[config.mk]
export PLATFORM = sky130hd
export DESIGN_NAME = mem_stage_ctrl_flat
export DESIGN_NICKNAME = d
export VERILOG_FILES = /design/src/rtl/mem_stage_if.sv /design/src/rtl/mem_stage_ctrl.sv /design/src/flat_wrapper.sv
export SDC_FILE = /design/constraint.sdc
export NUM_CORES = 1
export LEC_CHECK = 0
export BUFFER_PORTS_ARGS = -buffer_cell sky130_fd_sc_hd__buf_2
export CAP_MARGIN = 10
export CELL_PAD_IN_SITES_DETAIL_PLACEMENT = 0
export CELL_PAD_IN_SITES_GLOBAL_PLACEMENT = 2
export CORE_ASPECT_RATIO = 0.9
export CORE_MARGIN = 1.5
export CORE_UTILIZATION = 24
export CTS_BUF_LIST = sky130_fd_sc_hd__clkbuf_4
export DETAILED_ROUTE_END_ITERATION = 8
export PLACE_DENSITY = 0.86
export SLEW_MARGIN = 20
export SYNTH_ARGS = -nofsm -noshare
export SYNTH_HDL_FRONTEND = slang
export SYNTH_SLANG_ARGS = --single-unit
[constraint.sdc]
create_clock -name CLK -period 6.15 [get_ports CLK]
set_clock_uncertainty 0.1 [all_clocks]
set_input_delay 1.23 -clock CLK [delete_from_list [all_inputs] [get_ports CLK]]
set_output_delay 1.23 -clock CLK [all_outputs]
set_load 0.01 [all_outputs]
[src/rtl/mem_stage_if.sv]
// EX/MEM latch inputs, data-cache bus and MEM/WB latch outputs of the MEM stage.
interface mem_stage_if #(parameter int CNT_W = 16);
  logic        em_valid, em_dREN, em_dWEN;
  logic        em_beq, em_bne, em_jump, em_jr, em_jal, em_lui;
  logic        em_MemtoReg, em_RegWr, em_halt, em_flagZero;
  logic [31:0] em_alu, em_rdat1, em_rdat2, em_pc4, em_ext;
  logic [15:0] em_imm;
  logic [25:0] em_jaddr;
  logic [4:0]  em_wsel;
  logic        ext_hold, dhit;
  logic [31:0] dmemload;
  logic        dmemREN, dmemWEN;
  logic [31:0] dmemaddr, dmemstore;
  logic        mem_stall, pc_redirect;
  logic [31:0] npc;
  logic        wb_valid, wb_RegWr;
  logic [4:0]  wb_wsel;
  logic [31:0] wb_wdat;
  logic        halt;
  logic [CNT_W-1:0] stall_cnt;

  // The MEM stage itself.
  modport slave (
    input  em_valid, em_dREN, em_dWEN, em_beq, em_bne, em_jump, em_jr, em_jal,
           em_lui, em_MemtoReg, em_RegWr, em_halt, em_flagZero, em_alu,
           em_rdat1, em_rdat2, em_pc4, em_ext, em_imm, em_jaddr, em_wsel,
           ext_hold, dhit, dmemload,
    output dmemREN, dmemWEN, dmemaddr, dmemstore, mem_stall, pc_redirect, npc,
           wb_valid, wb_RegWr, wb_wsel, wb_wdat, halt, stall_cnt
  );

  // Whatever surrounds the stage: EX/MEM latch, cache, hazard unit.
  modport master (
    output em_valid, em_dREN, em_dWEN, em_beq, em_bne, em_jump, em_jr, em_jal,
           em_lui, em_MemtoReg, em_RegWr, em_halt, em_flagZero, em_alu,
           em_rdat1, em_rdat2, em_pc4, em_ext, em_imm, em_jaddr, em_wsel,
           ext_hold, dhit, dmemload,
    input  dmemREN, dmemWEN, dmemaddr, dmemstore, mem_stall, pc_redirect, npc,
           wb_valid, wb_RegWr, wb_wsel, wb_wdat, halt, stall_cnt
  );
endinterface

[src/rtl/mem_stage_ctrl.sv]
// MEM stage: data-cache request/hold, branch resolution, writeback value and
// MEM/WB latch.
//  state  | meaning
//  IDLE   | no access outstanding; a zero-wait hit completes here
//  ACCESS | request issued, waiting for dhit
//  DONE   | access finished while frozen; suppress re-issue until released
module mem_stage_ctrl #(
  parameter int CNT_W = 16
) (
  input logic      CLK,
  input logic      nRST,
  mem_stage_if.slave bus
);
  typedef enum logic [1:0] {IDLE, ACCESS, DONE} state_t;

  state_t           state;
  logic [31:0]      load_q;
  logic             halt_q;
  logic [CNT_W-1:0] cnt_q;
  logic             wb_valid_q, wb_regwr_q;
  logic [4:0]       wb_wsel_q;
  logic [31:0]      wb_wdat_q;

  logic        req, issue, hit, stall, advance, take;
  logic [31:0] wdat, npc;
  logic [4:0]  wsel;

  // nRST gating makes an outstanding request vanish the instant reset falls.
  assign req     = nRST & bus.em_valid & (bus.em_dREN | bus.em_dWEN) & ~halt_q;
  assign issue   = req & (state != DONE);
  assign hit     = issue & bus.dhit;
  assign stall   = issue & ~bus.dhit;
  assign advance = nRST & bus.em_valid & ~stall & ~bus.ext_hold;
  assign take    = (bus.em_beq & bus.em_flagZero) | (bus.em_bne & ~bus.em_flagZero);
  assign wsel    = bus.em_jal ? 5'd31 : bus.em_wsel;

  assign bus.dmemREN     = issue & bus.em_dREN;
  assign bus.dmemWEN     = issue & bus.em_dWEN;
  assign bus.dmemaddr    = bus.em_alu;
  assign bus.dmemstore   = bus.em_rdat2;
  assign bus.mem_stall   = stall;
  assign bus.pc_redirect = advance & (take | bus.em_jump | bus.em_jal | bus.em_jr);
  assign bus.npc         = npc;
  assign bus.wb_valid    = wb_valid_q;
  assign bus.wb_RegWr    = wb_regwr_q;
  assign bus.wb_wsel     = wb_wsel_q;
  assign bus.wb_wdat     = wb_wdat_q;
  assign bus.halt        = halt_q;
  assign bus.stall_cnt   = cnt_q;

  // Redirect target: register jump, absolute jump, or PC-relative branch.
  always_comb begin
    npc = bus.em_pc4 + (bus.em_ext << 2);
    if (bus.em_jr)
      npc = bus.em_rdat1;
    else if (bus.em_jump | bus.em_jal)
      npc = {bus.em_pc4[31:28], bus.em_jaddr, 2'b00};
  end

  // Writeback value; a load bypasses load_q on the cycle the data arrives.
  always_comb begin
    wdat = bus.em_alu;
    if (bus.em_jal)
      wdat = bus.em_pc4;
    else if (bus.em_lui)
      wdat = {bus.em_imm, 16'h0000};
    else if (bus.em_MemtoReg)
      wdat = bus.dhit ? bus.dmemload : load_q;
  end

  // Cache access sequencing and load data capture.
  always_ff @(posedge CLK or negedge nRST) begin
    if (!nRST) begin
      state  <= IDLE;
      load_q <= '0;
    end else begin
      case (state)
        IDLE: begin
          if (hit) begin
            load_q <= bus.dmemload;
            if (bus.ext_hold) state <= DONE;
          end else if (req) begin
            state <= ACCESS;
          end
        end
        ACCESS: begin
          if (hit) begin
            load_q <= bus.dmemload;
            state  <= bus.ext_hold ? DONE : IDLE;
          end else if (!req) begin
            state <= IDLE;
          end
        end
        DONE: begin
          if (!bus.ext_hold) state <= IDLE;
        end
        default: state <= IDLE;
      endcase
    end
  end

  // MEM/WB latch: load on advance, bubble when empty and free, else hold.
  always_ff @(posedge CLK or negedge nRST) begin
    if (!nRST) begin
      wb_valid_q <= 1'b0;
      wb_regwr_q <= 1'b0;
      wb_wsel_q  <= '0;
      wb_wdat_q  <= '0;
    end else if (advance) begin
      wb_valid_q <= 1'b1;
      wb_regwr_q <= bus.em_RegWr;
      wb_wsel_q  <= wsel;
      wb_wdat_q  <= wdat;
    end else if (!bus.em_valid && !bus.ext_hold) begin
      wb_valid_q <= 1'b0;
      wb_regwr_q <= 1'b0;
    end
  end

  // Sticky halt once a halt instruction leaves the stage.
  always_ff @(posedge CLK or negedge nRST) begin
    if (!nRST)
      halt_q <= 1'b0;
    else if (advance && bus.em_halt)
      halt_q <= 1'b1;
  end

  // Saturating count of memory stall cycles.
  always_ff @(posedge CLK or negedge nRST) begin
    if (!nRST)
      cnt_q <= '0;
    else if (stall && (cnt_q != {CNT_W{1'b1}}))
      cnt_q <= cnt_q + 1'b1;
  end
endmodule

[src/flat_wrapper.sv]
// flat-port wrapper written by rule: the top's interface ports become plain ports
module mem_stage_ctrl_flat 
#(
  parameter int CNT_W = 16
)
  (CLK, nRST, bus_em_valid, bus_em_dREN, bus_em_dWEN, bus_em_beq, bus_em_bne, bus_em_jump, bus_em_jr, bus_em_jal, bus_em_lui, bus_em_MemtoReg, bus_em_RegWr, bus_em_halt, bus_em_flagZero, bus_em_alu, bus_em_rdat1, bus_em_rdat2, bus_em_pc4, bus_em_ext, bus_em_imm, bus_em_jaddr, bus_em_wsel, bus_ext_hold, bus_dhit, bus_dmemload, bus_dmemREN, bus_dmemWEN, bus_dmemaddr, bus_dmemstore, bus_mem_stall, bus_pc_redirect, bus_npc, bus_wb_valid, bus_wb_RegWr, bus_wb_wsel, bus_wb_wdat, bus_halt, bus_stall_cnt);
  mem_stage_if #(.CNT_W(CNT_W)) bus_i ();
  input logic CLK;
  input logic nRST;
  input wire logic [$bits(bus_i.em_valid)-1:0] bus_em_valid;
  input wire logic [$bits(bus_i.em_dREN)-1:0] bus_em_dREN;
  input wire logic [$bits(bus_i.em_dWEN)-1:0] bus_em_dWEN;
  input wire logic [$bits(bus_i.em_beq)-1:0] bus_em_beq;
  input wire logic [$bits(bus_i.em_bne)-1:0] bus_em_bne;
  input wire logic [$bits(bus_i.em_jump)-1:0] bus_em_jump;
  input wire logic [$bits(bus_i.em_jr)-1:0] bus_em_jr;
  input wire logic [$bits(bus_i.em_jal)-1:0] bus_em_jal;
  input wire logic [$bits(bus_i.em_lui)-1:0] bus_em_lui;
  input wire logic [$bits(bus_i.em_MemtoReg)-1:0] bus_em_MemtoReg;
  input wire logic [$bits(bus_i.em_RegWr)-1:0] bus_em_RegWr;
  input wire logic [$bits(bus_i.em_halt)-1:0] bus_em_halt;
  input wire logic [$bits(bus_i.em_flagZero)-1:0] bus_em_flagZero;
  input wire logic [$bits(bus_i.em_alu)-1:0] bus_em_alu;
  input wire logic [$bits(bus_i.em_rdat1)-1:0] bus_em_rdat1;
  input wire logic [$bits(bus_i.em_rdat2)-1:0] bus_em_rdat2;
  input wire logic [$bits(bus_i.em_pc4)-1:0] bus_em_pc4;
  input wire logic [$bits(bus_i.em_ext)-1:0] bus_em_ext;
  input wire logic [$bits(bus_i.em_imm)-1:0] bus_em_imm;
  input wire logic [$bits(bus_i.em_jaddr)-1:0] bus_em_jaddr;
  input wire logic [$bits(bus_i.em_wsel)-1:0] bus_em_wsel;
  input wire logic [$bits(bus_i.ext_hold)-1:0] bus_ext_hold;
  input wire logic [$bits(bus_i.dhit)-1:0] bus_dhit;
  input wire logic [$bits(bus_i.dmemload)-1:0] bus_dmemload;
  output wire logic [$bits(bus_i.dmemREN)-1:0] bus_dmemREN;
  output wire logic [$bits(bus_i.dmemWEN)-1:0] bus_dmemWEN;
  output wire logic [$bits(bus_i.dmemaddr)-1:0] bus_dmemaddr;
  output wire logic [$bits(bus_i.dmemstore)-1:0] bus_dmemstore;
  output wire logic [$bits(bus_i.mem_stall)-1:0] bus_mem_stall;
  output wire logic [$bits(bus_i.pc_redirect)-1:0] bus_pc_redirect;
  output wire logic [$bits(bus_i.npc)-1:0] bus_npc;
  output wire logic [$bits(bus_i.wb_valid)-1:0] bus_wb_valid;
  output wire logic [$bits(bus_i.wb_RegWr)-1:0] bus_wb_RegWr;
  output wire logic [$bits(bus_i.wb_wsel)-1:0] bus_wb_wsel;
  output wire logic [$bits(bus_i.wb_wdat)-1:0] bus_wb_wdat;
  output wire logic [$bits(bus_i.halt)-1:0] bus_halt;
  output wire logic [$bits(bus_i.stall_cnt)-1:0] bus_stall_cnt;
  assign bus_i.em_valid = bus_em_valid;
  assign bus_i.em_dREN = bus_em_dREN;
  assign bus_i.em_dWEN = bus_em_dWEN;
  assign bus_i.em_beq = bus_em_beq;
  assign bus_i.em_bne = bus_em_bne;
  assign bus_i.em_jump = bus_em_jump;
  assign bus_i.em_jr = bus_em_jr;
  assign bus_i.em_jal = bus_em_jal;
  assign bus_i.em_lui = bus_em_lui;
  assign bus_i.em_MemtoReg = bus_em_MemtoReg;
  assign bus_i.em_RegWr = bus_em_RegWr;
  assign bus_i.em_halt = bus_em_halt;
  assign bus_i.em_flagZero = bus_em_flagZero;
  assign bus_i.em_alu = bus_em_alu;
  assign bus_i.em_rdat1 = bus_em_rdat1;
  assign bus_i.em_rdat2 = bus_em_rdat2;
  assign bus_i.em_pc4 = bus_em_pc4;
  assign bus_i.em_ext = bus_em_ext;
  assign bus_i.em_imm = bus_em_imm;
  assign bus_i.em_jaddr = bus_em_jaddr;
  assign bus_i.em_wsel = bus_em_wsel;
  assign bus_i.ext_hold = bus_ext_hold;
  assign bus_i.dhit = bus_dhit;
  assign bus_i.dmemload = bus_dmemload;
  assign bus_dmemREN = bus_i.dmemREN;
  assign bus_dmemWEN = bus_i.dmemWEN;
  assign bus_dmemaddr = bus_i.dmemaddr;
  assign bus_dmemstore = bus_i.dmemstore;
  assign bus_mem_stall = bus_i.mem_stall;
  assign bus_pc_redirect = bus_i.pc_redirect;
  assign bus_npc = bus_i.npc;
  assign bus_wb_valid = bus_i.wb_valid;
  assign bus_wb_RegWr = bus_i.wb_RegWr;
  assign bus_wb_wsel = bus_i.wb_wsel;
  assign bus_wb_wdat = bus_i.wb_wdat;
  assign bus_halt = bus_i.halt;
  assign bus_stall_cnt = bus_i.stall_cnt;
  mem_stage_ctrl #(.CNT_W(CNT_W)) u_core (.CLK(CLK), .nRST(nRST), .bus(bus_i));
endmodule
==> impl_results.md <==
- Initial antenna violation count: 6
- Ys async rst share: 1.000
- Yosys top cell by area: dfrtp_1
- Leakage: 4.470 nW
- Remaining antenna violation count after routing: 0
- Multi-input gate area: 4035 um^2
- WL final: 26490 um
- Simple-gate share of the synthesized area: 0.1479
- CP startpoint kind: primary input
- Via count: 6898
- Synth Area per Inst: 8.359 um^2
- Hold WC Path Type: reg2reg
- Endpoints failing hold: 0
- Register Area: 2252 um^2
- Clock root buffer: clkbuf_4
- Data required time at the worst endpoint: 4.82 ns
- DRC: 0
- Sw Share: 0.3607
- Clock share of power: 0.213
- Critical path fanouts, max: 3
- DRT iter0 DRCs: 335
- Clock tree buffer depth: 2
- Pin count of the biggest net entering global routing: 79
- VDD IR-drop max: 0.09002 mV
- Adder-cell share of the synthesized area: 0.05658
- Sequential-to-total area share from yosys stat: 0.3223
- Setup violators final: 0
- Power per cell area: 216.3 nW/um^2
- Post-Synth XOR/XNOR Area: 0.04387
- Worst skew pair latency: 0.47 ns
- Core area: 28790 um^2
- H-tree lvl count: 3
- Mux cell area share after synthesis: 0.1135
- Syn. warnings: 0
- Setup TNS: 0 ns
- TritonCTS clock tree: built
- Layout cells sized above 1: 0.3780
- Critical Path Sink Type: output pin
- Hold Buf Count CTS: 0
- Crit Path Class: in2out
- Via-per-instance ratio: 4.725
- Synth Flop Type: dfrtp_1
- Top Usage Layer GRT: met2
- Global Route Usage Sum: 0.1681
- Detailed Place HPWL: 21370 um
- Transition time of the tightest slew-check pin: 0.9715 ns
- Final hold slack: 0.3983 ns
- Clk slew on worst S/H paths: 0.16 ns
- Int Power: 1.207 mW
- Full die area: 30150 um^2
- Period minus WS final: 5.830 ns
- Area grow syn2layout: 24.91%
- Synth Net Count: 1123
- Initial core utilization: 0.2427
- Nets: 1372
- Post-synthesis compound-gate area fraction: 0.2143
- Total of max-cap violations: 0
- Met2 Track Usage GR: 0.2712
- Relative slew slack: 0.3499
- Vias in the first global route: 6553
- Max-slew violation count: 0
- Synth Instances: 836
- Sw Pwr: 0.6810 mW
- Final period util: 0.9479
- FF-to-FF setup slack: 3.51 ns
- Synth Cell Area: 6988 um^2
- Wire per inst: 18.15 um
- Grt ovf: 0
- Post-synth top area share: 0.3223
- Post-synth cell types: 53
- Status: complete, no violations
- Combinational fraction of design power: 0.368
- Row count: 59
- First drt pass iteration count: 5
- Post-synth EDFFs: 0
- Die W: 182.9 um
- Die Span Y: 164.9 um
- Worst EP arrival: 4.50 ns
- Flop pwr share: 0.419
- CTS Buf Count: 9
- Clk sink count: 90
- GR met3 Demand/Resource: 0.03506
- # IOs: 412
- FF+latch count, synth: 90
- Fillers: 3176
- IO Port Bufs: 345
- First-pass GRT wire length: 38150 um
- Unrepaired setup endpoints after global routing: false
- Achievable Freq: 171.5 MHz
- Grt met1 use: 0.2232
- Synth top area cells: dfrtp_1, buf_4, a21oi_1, mux2i_1, mux2_2
- GP Congestion: 0.8523
- Largest family of logic cells by synthesized area: compound AO/OA/AOI/OAI gates
worst max-delay path, cell delays in order:
cell	delay, ns
buf_2	0.13
ha_1	0.20
fa_1	0.43
a211oi_1	0.33
o21bai_1	0.18
o31ai_1	0.38
nand4_1	0.30
a31oi_2	0.32
o21ai_0	0.20
a311oi_1	0.35
mux2i_1	0.21
nand2_1	0.09
buf_2	0.15
cells in the final DEF (no fill, tap or decap), types with 9 or more instances in the layout:
| master | Yosys | final |
|---|---|---|
| mux2_2 | 34 | 34 |
| and3_1 | 13 | 13 |
| o21ai_0 | 76 | 76 |
| nand3_1 | 14 | 14 |
| clkbuf_4 | 0 | 9 |
| mux2i_1 | 41 | 41 |
| xor2_1 | 14 | 14 |
| ha_1 | 30 | 30 |
| a21o_1 | 17 | 17 |
| a21oi_1 | 85 | 85 |
| xnor2_1 | 21 | 21 |
| nor2_1 | 76 | 76 |
| nand2_1 | 88 | 88 |
| buf_2 | 1 | 343 |
| dfrtp_1 | 90 | 90 |
| a22oi_1 | 16 | 16 |
| nor3_1 | 9 | 9 |
| a211oi_1 | 20 | 20 |
metrics by stage:
step	util	total power, mW	std cells	area, um^2	worst slack (ns)
after floorplan	-	1.235	836	6988	1.018
after global placement	0.2967	1.491	1440	8543	0.2965
after detailed placement	0.2967	1.504	1440	8543	0.2343
after CTS	0.3025	1.917	1456	8710	0.2318
after global routing	0.3029	2.021	1457	8721	0.05897
final	0.3032	1.888	1460	8728	0.3204
power groups by stage:
stage | Combinational [mW] | Sequential [mW] | Clock [mW]
global route | 0.772 | 0.808 | 0.441
detailed placement | 0.700 | 0.804 | 0
global placement | 0.692 | 0.799 | 0
CTS | 0.703 | 0.792 | 0.422
finish | 0.694 | 0.792 | 0.403
floorplan | 0.416 | 0.819 | 0
registers in the layout (all words and copies together) (netlist names):
name / cells
u_core.bus.wb_wdat: 32
u_core.load_q: 32
u_core.bus.stall_cnt: 16
u_core.bus.wb_wsel: 5
u_core.state: 2
u_core.bus.halt: 1
u_core.bus.wb_RegWr: 1
u_core.bus.wb_valid: 1
synthesized netlist by cell type, drive strengths merged, types with 2 or more instances:
master and count:
xnor2 21, o21a 6, or3 4, buf 72
o21bai 4, a31oi 6, a211oi 20, a21oi 85
nand3 14, clkbuf 40, nor2b 5, mux2 34
a31o 3, and3 14, a221o 2, a22oi 16
o31ai 2, and4 2, nor2 76, a311oi 2
a21o 17, dfrtp 90, or2 2, a221oi 2
xor2 14, nor4 3, mux2i 41, o211ai 2
ha 30, o31a 2, nand2 88, inv 8
o21ai 76, and2 7, nor3 9, nand4 6
routing by layer:
layer | routed length (um) | up-vias | part of all wire
met3 | 1679 | 35 | 0.063
li1 | - | 3424 | -
met5 | 25 | - | 0.00094
met2 | 12210 | 252 | 0.46
met4 | 476 | 4 | 0.018
met1 | 12100 | 3183 | 0.46
worst paths after layout:
check	startpoint	end	depth (start not counted)
worst max register to register	u_core.state[1]	u_core.bus.wb_wdat[18]	6
worst min-delay path	u_core.bus.wb_wdat[1]	u_core.bus.wb_wdat[1]	2
worst min register to register	u_core.bus.wb_wdat[1]	u_core.bus.wb_wdat[1]	2
worst max-delay path	bus_em_pc4[2]	bus_npc[30]	13
min in group asynchronous	nRST	u_core.bus.wb_wsel[0]	1
max in group asynchronous	nRST	u_core.bus.stall_cnt[13]	2
layout make-up:
class                           count  share of cell area
Antenna cell                        4            0.001147
Multi-Input combinational cell    625              0.4623
Timing Repair Buffer              351              0.2036
Clock buffer                        9            0.007741
Tap cell                          366             0.05247
Clock inverter                      7             0.01132
Inverter                            8            0.003440
Sequential cell                    90              0.2580
logic make-up (layout without fill, tap and decap cells):
kind of cell / count (synthesis) / after routing
AOI/OAI and AO/OA: 251 / 251
and+or+nand+nor: 233 / 233
buffers and inverters: 121 / 375
DFF: 90 / 90
muxes: 75 / 75
xor gates and xnor gates: 35 / 35
adders and majority gates: 31 / 31
other: 0 / 4
what timing repair did:
action,CTS,global route
gates resized for setup,0,1
setup endpoints to repair,0,1
setup buffers,0,0
hold endpoints to repair,0,0
Note: power is estimated with default switching activity, not from simulation.
